**src/rtl/iccm_loader_pkg.sv**
```systemverilog
// rtl/iccm_loader_pkg.sv - shared types and constants for the ICCM image loader
package iccm_loader_pkg;

  typedef enum logic [2:0] {HDR_LO, HDR_HI, DATA, CSUM, DONE, ERR} ldr_state_e;

  localparam int LenBytes     = 2;
  localparam int DefDataWidth = 32;
  localparam int BytesPerWord = DefDataWidth / 8;

endpackage

```
**src/rtl/iccm_word_packer.sv**
```systemverilog
// rtl/iccm_word_packer.sv - little-endian byte-to-word assembler with a one-cycle word_valid pulse
module iccm_word_packer
  import iccm_loader_pkg::*;
#(
  parameter int DataWidth = DefDataWidth
) (
  input  logic                 clk_i,
  input  logic                 rst_i,
  input  logic                 i_byte_valid,
  input  logic [7:0]           i_byte,
  output logic                 o_last_lane,
  output logic                 o_word_valid,
  output logic [DataWidth-1:0] o_word
);

  localparam int Lanes = DataWidth / 8;
  localparam int IdxW  = (Lanes > 1) ? $clog2(Lanes) : 1;

  logic [IdxW-1:0]      r_idx;
  logic [DataWidth-1:0] r_word;
  logic                 r_word_valid;

  assign o_last_lane  = (r_idx == IdxW'(Lanes - 1));
  assign o_word_valid = r_word_valid;
  assign o_word       = r_word;

  // The word stays stable during the valid cycle even if a new byte lands in lane 0.
  always_ff @(posedge clk_i) begin
    if (rst_i) begin
      r_idx        <= '0;
      r_word       <= '0;
      r_word_valid <= 1'b0;
    end else begin
      r_word_valid <= i_byte_valid && o_last_lane;
      if (i_byte_valid) begin
        r_word[{r_idx, 3'b000} +: 8] <= i_byte;
        r_idx                        <= o_last_lane ? '0 : r_idx + 1'b1;
      end
    end
  end

endmodule

```
**src/rtl/iccm_loader.sv**
```systemverilog
// rtl/iccm_loader.sv - parses a length/payload/checksum byte stream and writes words into the ICCM
module iccm_loader
  import iccm_loader_pkg::*;
#(
  parameter int AddrWidth = 11,
  parameter int DataWidth = DefDataWidth
) (
  input  logic                 clk_i,
  input  logic                 rst_i,
  input  logic                 rx_valid_i,
  input  logic [7:0]           rx_data_i,
  output logic                 rx_ready_o,
  output logic                 iccm_we_o,
  output logic [AddrWidth-1:0] iccm_waddr_o,
  output logic [DataWidth-1:0] iccm_wdata_o,
  output logic [DataWidth-1:0] iccm_wmask_o,
  output logic                 load_done_o,
  output logic                 len_err_o,
  output logic                 csum_err_o,
  output logic [AddrWidth:0]   words_o
);

  localparam int LenW = LenBytes * 8;
  localparam int CmpW = LenW + 1;
  localparam logic [CmpW-1:0] Depth = CmpW'(1) << AddrWidth;

  ldr_state_e           r_state, w_next;
  logic [LenW-1:0]      r_len;
  logic [7:0]           r_csum;
  logic                 r_csum_err;
  logic [AddrWidth:0]   r_words;
  logic [AddrWidth-1:0] r_waddr;

  logic                 w_xfer, w_byte_valid, w_last_lane, w_word_valid, w_last_word;
  logic [DataWidth-1:0] w_word;
  logic [LenW-1:0]      w_len_hdr;

  assign rx_ready_o   = !rst_i && (r_state inside {HDR_LO, HDR_HI, DATA, CSUM});
  assign w_xfer       = rx_valid_i && rx_ready_o;
  assign w_byte_valid = w_xfer && (r_state == DATA);
  assign w_len_hdr    = {rx_data_i, r_len[7:0]};
  // Written-word count lags the 4th byte, so at that byte r_words is this word's index.
  assign w_last_word  = (CmpW'(r_words) + CmpW'(1)) == {1'b0, r_len};

  iccm_word_packer #(.DataWidth(DataWidth)) u_packer (
    .clk_i       (clk_i),
    .rst_i       (rst_i),
    .i_byte_valid(w_byte_valid),
    .i_byte      (rx_data_i),
    .o_last_lane (w_last_lane),
    .o_word_valid(w_word_valid),
    .o_word      (w_word)
  );

  always_ff @(posedge clk_i) begin
    if (rst_i) r_state <= HDR_LO;
    else       r_state <= w_next;
  end

  always_comb begin
    w_next = r_state;
    case (r_state)
      HDR_LO: if (w_xfer) w_next = HDR_HI;
      HDR_HI: begin
        if (w_xfer) begin
          if ({1'b0, w_len_hdr} > Depth) w_next = ERR;
          else if (w_len_hdr == '0)      w_next = CSUM;
          else                           w_next = DATA;
        end
      end
      DATA:    if (w_byte_valid && w_last_lane && w_last_word) w_next = CSUM;
      CSUM:    if (w_xfer) w_next = DONE;
      default: w_next = r_state;
    endcase
  end

  always_ff @(posedge clk_i) begin
    if (rst_i) begin
      r_len      <= '0;
      r_csum     <= '0;
      r_csum_err <= 1'b0;
      r_words    <= '0;
      r_waddr    <= '0;
    end else begin
      if (w_xfer && r_state == HDR_LO) r_len[7:0]      <= rx_data_i;
      if (w_xfer && r_state == HDR_HI) r_len[LenW-1:8] <= rx_data_i;
      if (w_xfer && (r_state inside {HDR_LO, HDR_HI, DATA})) r_csum <= r_csum ^ rx_data_i;
      if (w_xfer && r_state == CSUM && rx_data_i != r_csum) r_csum_err <= 1'b1;
      if (w_byte_valid && w_last_lane) r_waddr <= r_words[AddrWidth-1:0];
      if (w_word_valid) r_words <= r_words + 1'b1;
    end
  end

  assign iccm_we_o    = w_word_valid;
  assign iccm_waddr_o = r_waddr;
  assign iccm_wdata_o = w_word_valid ? w_word : '0;
  assign iccm_wmask_o = w_word_valid ? '1 : '0;
  assign load_done_o  = (r_state == DONE);
  assign len_err_o    = (r_state == ERR);
  assign csum_err_o   = r_csum_err;
  assign words_o      = r_words;

endmodule

```
**config.mk**
```make
export PLATFORM = sky130hd
export DESIGN_NAME = iccm_loader
export DESIGN_NICKNAME = d
export VERILOG_FILES = /design/src/rtl/iccm_loader_pkg.sv /design/src/rtl/iccm_word_packer.sv /design/src/rtl/iccm_loader.sv
export SDC_FILE = /design/constraint.sdc
export NUM_CORES = 1
export LEC_CHECK = 0
export ABC_AREA = 1
export CORE_MARGIN = 2
export CORE_UTILIZATION = 54
export CTS_CLUSTER_SIZE = 28
export DETAILED_ROUTE_END_ITERATION = 10
export MAX_ROUTING_LAYER = met4
export PLACE_DENSITY = 0.85
export SLEW_MARGIN = 10
export SYNTH_ARGS = -nofsm -noshare
export SYNTH_HDL_FRONTEND = slang
export SYNTH_SLANG_ARGS = --single-unit
```
**constraint.sdc**
```tcl
create_clock -name clk_i -period 6.9 [get_ports clk_i]
set_clock_uncertainty 0.15 [all_clocks]
set_input_delay 1.035 -clock clk_i [delete_from_list [all_inputs] [get_ports clk_i]]
set_output_delay 1.035 -clock clk_i [all_outputs]
set_load 0.03 [all_outputs]
```
* Word-level counts from Yosys, hierarchy flattened
Cells that the tools add are included.
** Cells by class
- Magnitude comparators :: 1
- Multiplexer cells :: 11
- Bitwise gates (word level) :: 1
- Reduce and logical (&&, ||, !) cells :: 16
- Add/sub/neg operators :: 4
- Shift operators :: 2
- Eq/ne operators :: 12
** Operators with widths (number)
- $mux 32 :: 2
- $bwmux 32 :: 1
- $shift 8x7->32 const A :: 1
- $shiftx 8x7->32 :: 1
- $eq 13x16->1 :: 1
- $gt 16x12->1 const B :: 1
- $logic_not 16->1 :: 1
- $mux 3 :: 5
- $add 12x1->13 const B :: 1
- $add 12x1->12 const B :: 1
- $pmux 3 s4 :: 1
- $logic_and 1x1->1 :: 10
- $ne 2x2->1 const B :: 4
- $ne 8x8->1 :: 1
- $xor 8x8->8 :: 1
- $neg 5->7 :: 1
- $eq 3x2->1 const B :: 2
- $eq 3x3->1 const B :: 2
- $reduce_and 5->1 :: 1
- $reduce_bool 4->1 :: 1
- $eq 3x1->1 const B :: 1
- $logic_not 3->1 :: 1
- $reduce_bool 3->1 :: 1
- $add 2x1->2 const B :: 1
- other kinds (4) :: 4
** Word-level totals
- Bits of input ports :: 11
- Output and inout port bits :: 92
- Word-level logic and storage cells :: 57
- Flip-flop bits (word level) :: 86

* Longest topological paths before layout
- Word-level depth :: 9
- Mapped depth :: 15
- Depth with buffers taken out :: 15

* By module
A second synthesis with hierarchy kept.
** Unflattened totals
- Cell total of the unflattened synthesis :: 689
- Area total of the unflattened synthesis :: 4647.0 µm²
** Modules (own cells, without submodules)
- iccm_loader :: cells each 478, seq. area each 1021.0 µm², area each 3075.4 µm², times used 1
- iccm_word_packer :: cells each 211, seq. area each 700.7 µm², area each 1571.5 µm², times used 1

* Worst setup path before layout
No wires, ideal clock.
- Path type :: register to output
- Start :: reg u_packer.r_word_valid (netlist: u_packer.o_word_valid)
- End :: out iccm_wdata_o[12]
- Cell stages (with the launch flop) :: 5
- Data required time :: 5715 ps
- Path buffers :: 2
- Setup slack :: 3931 ps
- Arrival :: 1784 ps
- Path through :: dfxtp_1 clkbuf_1 clkbuf_1 nand2_1 inv_1
** On the way
- Word-level cells in the longest chain between the ends :: 1
** RTL lines
- start: declaration :: line iccm_word_packer.sv:21 : logic r_word_valid;
- start signal: assignment :: line iccm_word_packer.sv:34 : r_word_valid <= i_byte_valid && o_last_lane;
- $mux 32 :: line iccm_loader.sv:96 : assign iccm_wdata_o = w_word_valid ? w_word : '0;
- end: declaration :: line iccm_loader.sv:15 : output logic [DataWidth-1:0] iccm_wdata_o,
No other way between the ends.

* Worst setup path in the final report
- Start :: in rst_i
- End :: out rx_ready_o
** On the way
- Word-level cells in the longest chain between the ends :: 2
** RTL lines
- start: declaration :: line iccm_loader.sv:9 : input logic rst_i,
- $logic_not 1->1 :: line iccm_loader.sv:38 : assign rx_ready_o = !rst_i && (r_state inside {HDR_LO, HDR_HI, DATA, CSUM});
- $logic_and 1x1->1 :: line iccm_loader.sv:38
- end: declaration :: line iccm_loader.sv:12 : output logic rx_ready_o,
No other way between the ends.

==> implementation parameters <==
Parameter                              Value

Synth
  Gate count of the mapped netlist ... 654
  Synth warnings ... 0
  Main area contributors after synthesis ... sky130_fd_sc_hd__dfxtp_1 (38%), sky130_fd_sc_hd__nand2_1 (12%), sky130_fd_sc_hd__inv_1 (7.5%), sky130_fd_sc_hd__a21oi_1 (6.8%), sky130_fd_sc_hd__o21ai_0 (5.5%)
  Number of enable-type register cells in the synthesized netlist ... 0
  Area share of the leading cell type in the synthesized netlist ... 0.384
  Netlist cell types ... 31
  Share of flip-flops with an asynchronous set or reset ... 0
  Post-synthesis area per instance ... 6.85 um^2
  Syn nets ... 672
  Most used DFF post-synth ... sky130_fd_sc_hd__dfxtp_1
  Total standard cell area after synthesis ... 4480 um^2
  Flip-flop and latch count after synthesis ... 86
  Share of the yosys chip area belonging to registers ... 0.384
  Cell type with the largest total area after synthesis ... sky130_fd_sc_hd__dfxtp_1

Cells and area
  Share of layout cells above drive strength 1 ... 0.0394
  Number of fill cells ... 698
  Net count reported at finish ... 724
  Area growth from synthesis to final layout ... 23.3%
  Number of diodes added for antenna fixing ... 0

Critical path
  Largest fanout on the critical path ... 42
  Worst Setup Path Type ... input pin to output port
  Data arrival time at the worst-slack endpoint ... 2.60 ns
  Data required time at the worst endpoint ... 5.71 ns
  Nature of the critical path startpoint ... input pin
  Crit. End Element ... output port

Global routing
  GR met3 Demand/Resource ... 0.0316
  Met1 routing resource usage after global routing ... 0.339
  Wire length of the first global-routing pass ... 18,100 um
  Routing usage on met2 ... 0.408
  Most used routing layer in global routing ... met2
  All-layer global routing usage ... 0.262
  Initial antenna violation count ... 0
  Gr ovfl total ... 0
  Largest net degree at the start of global routing ... 75
  Number of global-route vias before repair ... 3,849

Floorplan
  Die Y-Extent ... 95.1 um
  Core ar. ... 8130 um^2
  Die ar. ... 9040 um^2
  Horiz. Die Dim ... 95.1 um
  Effective utilization at floorplan ... 0.551
  Number of ports placed on the die boundary ... 103
  Core Rows ... 33

CTS
  Clock latency of the later-clocked register in the worst-skew pair ... 0.35 ns
  Sinks on the clock net ... 86
  Number of H-tree branching levels ... 3
  Clock-pin slew of the registers on the worst-case setup and hold paths ... 0.08 ns
  Total CTS buffers ... 9
  Number of buffers between clock root and the deepest sink ... 2
  CTS tree ... yes
  Hold Buf Count CTS ... 0
  Clock tree root driver cell ... sky130_fd_sc_hd__clkbuf_8
  Resized cells post-CTS ... 0
  Setup Buffers After CTS ... 0

Pwr
  Leakage ... 2.40 nW
  Total chip power ... 1.02 mW
  Maximum ir drop on the vdd rail ... 0.113 mV
  Ratio of total power to cell area ... 184 nW/um^2

Timing
  Final critical path time including I/O delays and setup ... 3.79 ns
  Worst hold-check slack ... 0.321 ns
  Worst slew pin tran ... 1.15 ns
  Final hold vios ... 0
  Max_slew headroom ... 0.231
  Accumulated negative setup slack ... 0 ns
  Achievable clock frequency ... 264 MHz
  Setup repair after global routing missed its margin ... false
  Share of the clock period used by the worst path ... 0.549
  Pins Over Slew Limit ... 0
  Number of setup violations in the final report ... 0

Routing
  DR vias/cell ... 5.40
  Remaining routing DRC violations ... 0
  Total length of routed wires ... 11,200 um
  WL per Instance ... 13.7 um
  1st-pass router iterations ... 5
  1st-iter DRT viols ... 315
  Vias ... 4,403
  Final antenna-violating net count ... 0

Job
  Max-cap viol count ... 0

Placement
  Total half-perimeter wirelength after legalization and detailed placement ... 7630 um
  Port bufs ... 102
  Final weighted congestion in routability-driven placement ... 0.943

Min path
  Worst Hold Class ... flop to flop

Outcome
  Run status ... finished, final reports clean
[power by group]
part           switching, mW  leakage [nW]  internal [mW]  total [mW]
clock network          0.174         0.119          0.248       0.423
registers            0.00855         0.697          0.507       0.515
logic                 0.0542          1.59         0.0255      0.0797
[flip-flops by register name, indices dropped and copies added (netlist names)]
| register | cells |
|---|---|
| u_packer.o_word | 32 |
| r_len | 16 |
| words_o | 12 |
| iccm_waddr_o | 11 |
| r_csum | 8 |
| r_state | 3 |
| u_packer.r_idx | 2 |
| csum_err_o | 1 |
| u_packer.o_word_valid | 1 |
[placed cells by master (no fill, tap or decap), types with 2 or more instances in the layout]
master	count
sky130_fd_sc_hd__nand2_1	140
sky130_fd_sc_hd__clkdlybuf4s50_1	102
sky130_fd_sc_hd__inv_1	89
sky130_fd_sc_hd__dfxtp_1	85
sky130_fd_sc_hd__a21oi_1	61
sky130_fd_sc_hd__o21ai_0	49
sky130_fd_sc_hd__nor2_1	42
sky130_fd_sc_hd__nand3_1	41
sky130_fd_sc_hd__nand4_1	29
sky130_fd_sc_hd__clkbuf_8	10
sky130_fd_sc_hd__xor2_1	8
sky130_fd_sc_hd__ha_1	7
sky130_fd_sc_hd__nand2_2	5
sky130_fd_sc_hd__or4_1	5
sky130_fd_sc_hd__nor3_1	5
sky130_fd_sc_hd__nor4_1	3
sky130_fd_sc_hd__clkinv_1	3
sky130_fd_sc_hd__nor2_2	3
sky130_fd_sc_hd__bufinv_16	3
sky130_fd_sc_hd__or3_1	2
sky130_fd_sc_hd__o211a_1	2
sky130_fd_sc_hd__xnor2_1	2
sky130_fd_sc_hd__o211ai_1	2
[through the flow]
stage / instances / setup slack [ns] / util / cell area [um^2]
floorplan: 654 / 3.93 / - / 4480
global placement: 800 / 3.16 / 0.650 / 5280
CTS: 815 / 3.12 / 0.679 / 5520
finish: 815 / 3.11 / 0.679 / 5530
global route: 815 / 3.04 / 0.679 / 5530
detailed placement: 800 / 3.13 / 0.650 / 5280
[final cells by class]
type	count	area, um^2	area share
Multi-Input combinational cell	413	2060	0.372
Sequential cell	86	1720	0.312
Timing Repair Buffer	103	1030	0.186
Inverter	93	349	0.0632
Clock buffer	11	141	0.0256
Tap cell	105	131	0.0238
Clock inverter	4	95.1	0.0172
[worst paths after layout]
path	start	end	slack [ns]	cells after the start
hold reg to reg	u_packer.o_word[20]	u_packer.o_word[20]	0.32	2
setup / recovery	rst_i	rx_ready_o	3.11	4
hold / removal	u_packer.o_word[20]	u_packer.o_word[20]	0.32	2
setup reg to reg	u_packer.r_idx[0]	u_packer.o_word[23]	3.95	8
[worst max-delay path, stage by stage]
cell                              delay [ns]
sky130_fd_sc_hd__clkdlybuf4s50_1        0.45
sky130_fd_sc_hd__buf_4                  0.40
sky130_fd_sc_hd__nor2_2                 0.09
sky130_fd_sc_hd__clkdlybuf4s50_1        0.62
[Yosys cell counts, types with 2 or more instances]
cell                       number
sky130_fd_sc_hd__ha_1           7
sky130_fd_sc_hd__nand3_1       41
sky130_fd_sc_hd__o211a_1        2
sky130_fd_sc_hd__xnor2_1        2
sky130_fd_sc_hd__nor2_2         3
sky130_fd_sc_hd__clkinv_1       2
sky130_fd_sc_hd__o21ai_0       49
sky130_fd_sc_hd__nor4_1         3
sky130_fd_sc_hd__nor3_1         6
sky130_fd_sc_hd__dfxtp_1       86
sky130_fd_sc_hd__nand2_1      140
sky130_fd_sc_hd__nor2_1        42
sky130_fd_sc_hd__o211ai_1       2
sky130_fd_sc_hd__nand4_1       29
sky130_fd_sc_hd__or4_1          5
sky130_fd_sc_hd__xor2_1         8
sky130_fd_sc_hd__clkbuf_1      24
sky130_fd_sc_hd__buf_2          5
sky130_fd_sc_hd__a21oi_1       61
sky130_fd_sc_hd__inv_1         90
sky130_fd_sc_hd__nand2_2        5
sky130_fd_sc_hd__buf_4         32
sky130_fd_sc_hd__or3_1          2
[metal layers]
| metal | routed length [um] | up-vias |
|---|---|---|
| met5 | 0 | - |
| met4 | 355 | 0 |
| met3 | 814 | 37 |
| met2 | 5190 | 198 |
| met1 | 4820 | 1983 |
| li1 | - | 2185 |
[kinds of logic (layout without fill, tap and decap cells)]
group,count (synthesis),count (layout),share of synthesized area
buf+inv,155,211,0.158
compound gates,117,117,0.135
xor+xnor,11,11,0.0246
fa+ha+maj,7,7,0.0195
flops,86,86,0.384
simple gates,278,278,0.279
(Power assumes the default switching activity.)
